$ cat src/rtl/debug_unit.sv
// debug_unit: byte-stream host controller for the mips core (program load, run/step, PC+regfile dump).
// Define DEBUG_TIMEOUT_EN to abort an idle load after TIMEOUT_CYCLES and answer with NAK.
module debug_unit #(
  parameter int unsigned SIZE           = 32,
  parameter int unsigned IMEM_ADDR_W    = 8,
  parameter int unsigned NUM_REGS       = 32,
  parameter int unsigned TIMEOUT_CYCLES = 1000000
) (
  input  logic                   clk,
  input  logic                   rst,
  input  logic [7:0]             i_rx_data,
  input  logic                   i_rx_valid,
  output logic [7:0]             o_tx_data,
  output logic                   o_tx_start,
  input  logic                   i_tx_busy,
  output logic                   o_stall,
  output logic                   o_imem_we,
  output logic [IMEM_ADDR_W-1:0] o_imem_addr,
  output logic [SIZE-1:0]        o_imem_data,
  input  logic [SIZE-1:0]        i_pc,
  input  logic                   i_halt,
  output logic [4:0]             o_dbg_reg_addr,
  input  logic [SIZE-1:0]        i_dbg_reg_data
);

  localparam logic [7:0] CmdLoad = 8'h4C;
  localparam logic [7:0] CmdRun  = 8'h43;
  localparam logic [7:0] CmdStep = 8'h53;
  localparam logic [7:0] CmdDump = 8'h44;
  localparam logic [7:0] ByteAck = 8'h06;
  localparam logic [5:0] LastReg = 6'(NUM_REGS - 1);

  typedef enum logic [2:0] {
    StIdle,
    StLoadLen,
    StLoadData,
    StRun,
    StStep,
    StDump,
    StAck
  } state_e;

  state_e                 state_q, state_d;
  logic                   stall_q, stall_d;
  logic                   tx_start_q, tx_start_d;
  logic                   tx_wait_q, tx_wait_d;
  logic [7:0]             tx_data_q, tx_data_d;
  logic                   imem_we_q, imem_we_d;
  logic [IMEM_ADDR_W-1:0] imem_addr_q, imem_addr_d;
  logic [SIZE-1:0]        imem_data_q, imem_data_d;
  logic [IMEM_ADDR_W-1:0] word_idx_q, word_idx_d;
  logic [8:0]             words_left_q, words_left_d;
  logic [1:0]             byte_cnt_q, byte_cnt_d;
  logic [5:0]             reg_idx_q, reg_idx_d;
  logic                   dump_pc_q, dump_pc_d;
  logic [SIZE-1:0]        shift_q, shift_d;
  logic [7:0]             ack_byte_q, ack_byte_d;
  logic                   rx_valid_q, rx_valid_d;

  logic                   rx_evt;
  logic                   tx_ready;
  logic [SIZE-1:0]        dump_word;

`ifdef DEBUG_TIMEOUT_EN
  localparam int unsigned TmoW = $clog2(TIMEOUT_CYCLES + 1);
  logic [TmoW-1:0] tmo_q, tmo_d;
`else
  logic unused_timeout;
  assign unused_timeout = ^TIMEOUT_CYCLES;
`endif

  // Only the first cycle of a valid pulse consumes a byte.
  assign rx_evt    = i_rx_valid && !rx_valid_q;
  // One dead cycle after each start pulse gives the transmitter time to raise busy.
  assign tx_ready  = !tx_start_q && !tx_wait_q && !i_tx_busy;
  assign dump_word = dump_pc_q ? i_pc : i_dbg_reg_data;

  always_comb begin
    state_d      = state_q;
    stall_d      = stall_q;
    tx_start_d   = 1'b0;
    tx_wait_d    = tx_start_q;
    tx_data_d    = tx_data_q;
    imem_we_d    = 1'b0;
    imem_addr_d  = imem_addr_q;
    imem_data_d  = imem_data_q;
    word_idx_d   = word_idx_q;
    words_left_d = words_left_q;
    byte_cnt_d   = byte_cnt_q;
    reg_idx_d    = reg_idx_q;
    dump_pc_d    = dump_pc_q;
    shift_d      = shift_q;
    ack_byte_d   = ack_byte_q;
    rx_valid_d   = i_rx_valid;
`ifdef DEBUG_TIMEOUT_EN
    tmo_d        = tmo_q;
`endif

    case (state_q)
      StIdle: begin
        if (rx_evt) begin
          case (i_rx_data)
            CmdLoad: state_d = StLoadLen;
            CmdRun: begin
              stall_d = 1'b0;
              state_d = StRun;
            end
            CmdStep: begin
              stall_d = 1'b0;
              state_d = StStep;
            end
            CmdDump: begin
              dump_pc_d  = 1'b1;
              byte_cnt_d = 2'd0;
              reg_idx_d  = 6'd0;
              state_d    = StDump;
            end
            default: ;
          endcase
        end
      end

      StLoadLen: begin
        if (rx_evt) begin
          words_left_d = (i_rx_data == 8'd0) ? 9'd256 : {1'b0, i_rx_data};
          word_idx_d   = '0;
          byte_cnt_d   = 2'd0;
          state_d      = StLoadData;
        end
      end

      StLoadData: begin
        if (rx_evt) begin
          shift_d    = {shift_q[SIZE-9:0], i_rx_data};
          byte_cnt_d = byte_cnt_q + 2'd1;
          if (byte_cnt_q == 2'd3) begin
            imem_we_d    = 1'b1;
            imem_addr_d  = word_idx_q;
            imem_data_d  = {shift_q[SIZE-9:0], i_rx_data};
            word_idx_d   = word_idx_q + 1'b1;
            words_left_d = words_left_q - 9'd1;
            if (words_left_q == 9'd1) begin
              ack_byte_d = ByteAck;
              state_d    = StAck;
            end
          end
        end
      end

      StRun: begin
        if (i_halt) begin
          stall_d    = 1'b1;
          dump_pc_d  = 1'b1;
          byte_cnt_d = 2'd0;
          reg_idx_d  = 6'd0;
          state_d    = StDump;
        end
      end

      StStep: begin
        stall_d    = 1'b1;
        dump_pc_d  = 1'b1;
        byte_cnt_d = 2'd0;
        reg_idx_d  = 6'd0;
        state_d    = StDump;
      end

      StDump: begin
        if (tx_ready) begin
          tx_start_d = 1'b1;
          byte_cnt_d = byte_cnt_q + 2'd1;
          // A word is captured when its first byte goes out; later bytes come from the shifter.
          if (byte_cnt_q == 2'd0) begin
            tx_data_d = dump_word[SIZE-1 -: 8];
            shift_d   = dump_word << 8;
          end else begin
            tx_data_d = shift_q[SIZE-1 -: 8];
            shift_d   = shift_q << 8;
          end
          if (byte_cnt_q == 2'd3) begin
            if (dump_pc_q) begin
              dump_pc_d = 1'b0;
            end else if (reg_idx_q == LastReg) begin
              reg_idx_d = 6'd0;
              state_d   = StIdle;
            end else begin
              reg_idx_d = reg_idx_q + 6'd1;
            end
          end
        end
      end

      StAck: begin
        if (tx_ready) begin
          tx_start_d = 1'b1;
          tx_data_d  = ack_byte_q;
          state_d    = StIdle;
        end
      end

      default: state_d = StIdle;
    endcase

`ifdef DEBUG_TIMEOUT_EN
    if (state_q == StLoadLen || state_q == StLoadData) begin
      if (i_rx_valid) begin
        tmo_d = '0;
      end else if (tmo_q == TmoW'(TIMEOUT_CYCLES - 1)) begin
        tmo_d      = '0;
        ack_byte_d = 8'h15;
        state_d    = StAck;
      end else begin
        tmo_d = tmo_q + TmoW'(1);
      end
    end else begin
      tmo_d = '0;
    end
`endif
  end

  always_ff @(posedge clk) begin
    if (!rst) begin
      state_q      <= StIdle;
      stall_q      <= 1'b1;
      tx_start_q   <= 1'b0;
      tx_wait_q    <= 1'b0;
      tx_data_q    <= 8'd0;
      imem_we_q    <= 1'b0;
      imem_addr_q  <= '0;
      imem_data_q  <= '0;
      word_idx_q   <= '0;
      words_left_q <= 9'd0;
      byte_cnt_q   <= 2'd0;
      reg_idx_q    <= 6'd0;
      dump_pc_q    <= 1'b0;
      shift_q      <= '0;
      ack_byte_q   <= 8'd0;
      rx_valid_q   <= 1'b0;
`ifdef DEBUG_TIMEOUT_EN
      tmo_q        <= '0;
`endif
    end else begin
      state_q      <= state_d;
      stall_q      <= stall_d;
      tx_start_q   <= tx_start_d;
      tx_wait_q    <= tx_wait_d;
      tx_data_q    <= tx_data_d;
      imem_we_q    <= imem_we_d;
      imem_addr_q  <= imem_addr_d;
      imem_data_q  <= imem_data_d;
      word_idx_q   <= word_idx_d;
      words_left_q <= words_left_d;
      byte_cnt_q   <= byte_cnt_d;
      reg_idx_q    <= reg_idx_d;
      dump_pc_q    <= dump_pc_d;
      shift_q      <= shift_d;
      ack_byte_q   <= ack_byte_d;
      rx_valid_q   <= rx_valid_d;
`ifdef DEBUG_TIMEOUT_EN
      tmo_q        <= tmo_d;
`endif
    end
  end

  assign o_tx_data      = tx_data_q;
  assign o_tx_start     = tx_start_q;
  assign o_stall        = stall_q;
  assign o_imem_we      = imem_we_q;
  assign o_imem_addr    = imem_addr_q;
  assign o_imem_data    = imem_data_q;
  assign o_dbg_reg_addr = reg_idx_q[4:0];

endmodule

$ cat config.mk
export PLATFORM = sky130hd
export DESIGN_NAME = debug_unit
export DESIGN_NICKNAME = d
export VERILOG_FILES = /design/src/rtl/debug_unit.sv
export SDC_FILE = /design/constraint.sdc
export NUM_CORES = 1
export LEC_CHECK = 0
export BUFFER_PORTS_ARGS = -buffer_cell sky130_fd_sc_hd__buf_2
export CORE_AREA = 2 2 140 142
export CTS_BUF_LIST = sky130_fd_sc_hd__clkbuf_8
export CTS_CLUSTER_SIZE = 24
export DETAILED_ROUTE_END_ITERATION = 10
export DIE_AREA = 0 0 142 144
export PLACE_DENSITY = 0.59
export REMOVE_ABC_BUFFERS = 1
export SLEW_MARGIN = 20
export SYNTH_ARGS = -nofsm -noshare
export SYNTH_HDL_FRONTEND = slang
export SYNTH_SLANG_ARGS = --single-unit
$ cat constraint.sdc
create_clock -name clk -period 2.5 [get_ports clk]
set_clock_uncertainty 0.2 [all_clocks]
set_input_delay 0.5 -clock clk [delete_from_list [all_inputs] [get_ports clk]]
set_output_delay 0.5 -clock clk [all_outputs]
set_load 0.05 [all_outputs]
==> summary.txt <==
Status
  • Status: finished clean

Critical path
  • CP Launch Type: register
  • Cell depth of the worst flop-to-flop path: 5
  • Data arrival, critical path: 2470 ps
  • Worst reg2reg startpoint: state_q[1]
  • Worst-path fanout max: 11
  • WP data required: 2670 ps
  • Reg2reg end: reg_idx_q[0]
  • Crit. End Element: register
  • CP Launch Point: state_q[1]
  • Flop2flop setup slack: 200 ps
  • Crit Path Class: register to register

Synth
  • Ys Warns: 0
  • Biggest area consumer among synthesized cells: dfxtp_1
  • Number of flops mapped to enable cells by yosys: 0
  • Mean post-synth cell area: 8.07 µm²
  • FFs w/ async S/R, synth: 0
  • Synthesized area: 0.00561 mm²
  • Largest cells by area after synthesis: dfxtp_1, mux2i_1, nand2_1
  • Most used DFF post-synth: dfxtp_1
  • Area share of the largest cell type after synthesis: 0.411
  • Synth cell types: 61
  • Synth Instances: 695
  • Flops & latches, synth: 115
  • Sequential area share after synthesis: 0.411

CTS
  • Clock transition at path regs: 70 ps
  • Clock Sink Count: 115
  • Root buffer cell: clkbuf_8
  • CTS buffer count: 17
  • # hold bufs at CTS: 0
  • CTS tree: yes
  • H-tree levels: 4
  • CTS max path bufs: 2
  • Clock Latency Late Sink: 440 ps
  • Post-CTS resize count: 0
  • Post-CTS setup buffer count: 0

Worst hold path
  • Worst min-delay path category: primary input to register
  • Hold path start: i_rx_valid
  • WHS Endpoint: rx_valid_q
  • Worst hold path cell count: 2

STA
  • RSZ-0062 raised after global routing: false
  • Worst hold slack: 103 ps
  • Count of final setup violators: 0
  • Worst slew pin tran: 489 ps
  • Max_slew headroom: 0.673
  • Setup ws final: 202 ps
  • Achievable Freq: 435 MHz
  • Max Slew Vio Count: 0
  • Final critical path time including I/O delays and setup: 2300 ps
  • Setup tns final: 0 ps
  • Final Cycle Share: 0.919
  • Final Hold Vio Count: 0

Final layout
  • Fill cells: 1955
  • Layout cell share with drive strength beyond 1: 0.254
  • Commonest non-fill, non-tap cell in the layout: buf_2
  • Finished Layout Cells: 1080
  • Area delta synth->final: 26.1%
  • Diode count: 0
  • # nets final: 914
  • Most frequent cells in the layout: buf_2, nand2_1, dfxtp_1, a21oi_1, nor2_1

Drt
  • Iter 0 DRT Violations: 358
  • First-pass iteration count of the detailed router: 4
  • ANT nets after route: 0
  • DR WL/cell: 14.7 µm
  • Post-route DRC: 0
  • DR vias: 5275
  • Via/cell ratio: 4.88
  • WL final: 15900 µm

Power and ir drop
  • Post-layout total power: 3.91 mW
  • Power per cell area: 553 mW/mm²
  • Worst vdd ir: 284 µV
  • LEAKAGE: 2.75 nW

Placement
  • Count of input and output buffers: 132
  • DP HPWL: 11300 µm
  • Routability Congestion: 0.875
  • Pre-CTS setup slack: 54.5 ps
  • Dpl cells: 1050

Die
  • Initial Utilization: 0.294
  • Die Wd: 142 µm
  • Standard-cell rows: 51
  • Die Span Y: 144 µm
  • I/O pins: 133
  • DIE AREA: 0.0204 mm²
  • Core Area: 0.0191 mm²

Flow run
  • Max-capacitance violation count: 0

GRT
  • Total GRT Usage: 0.160
  • Number of global-route vias before repair: 4934
  • Total grt overflow: 0
  • Initial antenna violation count: 0
  • First-pass GRT wire length: 25700 µm
  • Largest net degree at the start of global routing: 49
## routing by layer
metal  routed length, µm  track usage  share of wire  up-vias
met5                   0            0              0        -
li1                    -            -              -     2701
met1                7550        0.211           0.47     2437
met4                 178       0.0474          0.011        0
met3                 794       0.0414          0.050       12
met2                7400        0.257           0.46      125
## kinds of logic after synthesis
group	after synthesis	synth area share
AND/OR/NAND/NOR	274	0.226
AO/OA/AOI/OAI	171	0.183
flip-flops	115	0.411
buffers and inverters	65	0.0538
multiplexers	58	0.104
XOR/XNOR	6	0.00937
adder cells (fa/ha/maj)	6	0.0134
## Yosys cell counts, types with 4 or more instances
master and instances:
nand3_1 18, o311ai_0 4, dfxtp_1 115, inv_1 8
buf_4 7, a22oi_1 8, nor3_1 10, buf_2 12
and3_1 6, o22ai_1 5, mux2i_1 58, nand2b_1 10
nand2_1 127, xor2_1 4, o21ai_0 46, nand4_1 4
ha_1 6, and2_1 8, or3_1 4, a21oi_1 72
clkbuf_1 30, o31ai_1 5, nor2_1 66
## where the power goes
group          switching, mW  total (mW)  leakage (nW)  internal [mW]
clock                  0.804        1.88         0.200           1.07
combinational          0.106       0.197          1.62         0.0911
sequential           0.00147        1.83         0.927           1.83
total                  0.911        3.91          2.75           3.00
## final cells by class
class                      count  area, µm²  share of cell area
multi-input combinational    515       3010               0.426
sequential                   115       2300               0.326
timing repair buffer         172        998               0.141
tap                          238        298              0.0421
clock buffer                  17        234              0.0331
clock inverter                13        186              0.0264
inverter                      10       38.8             0.00549
## worst max-delay path by stage
stage | endpoint | cells after the start
5_1_grt | reg_idx_q[0] | 5
4_1_cts | reg_idx_q[0] | 5
3_3_place_gp | reg_idx_q[0] | 6
2_1_floorplan | shift_q[10] | 4
3_5_place_dp | reg_idx_q[4] | 6
6_report | reg_idx_q[0] | 5
## through the flow
stage | cell area, µm² | utilization
2_1_floorplan | 5340 | -
3_3_place_gp | 6650 | 0.348
3_5_place_dp | 6650 | 0.348
4_1_cts | 7070 | 0.371
5_1_grt | 7070 | 0.371
6_report | 7070 | 0.371
## registers in the layout, indices dropped and copies added (netlist names), 2 cells and up
| register | cells |
|---|---|
| byte_cnt_q | 2 |
| o_imem_addr | 8 |
| o_imem_data | 32 |
| o_tx_data | 8 |
| reg_idx_q | 6 |
| shift_q | 32 |
| state_q | 3 |
| word_idx_q | 8 |
| words_left_q | 9 |
## worst max-delay path, stage by stage (launching register included)
cell     delay, ps
dfxtp_1        520
or2_1          220
o22ai_1        110
a221o_1        510
or4_1          520
a21oi_1        150
Power figures use the tool's default switching activity.
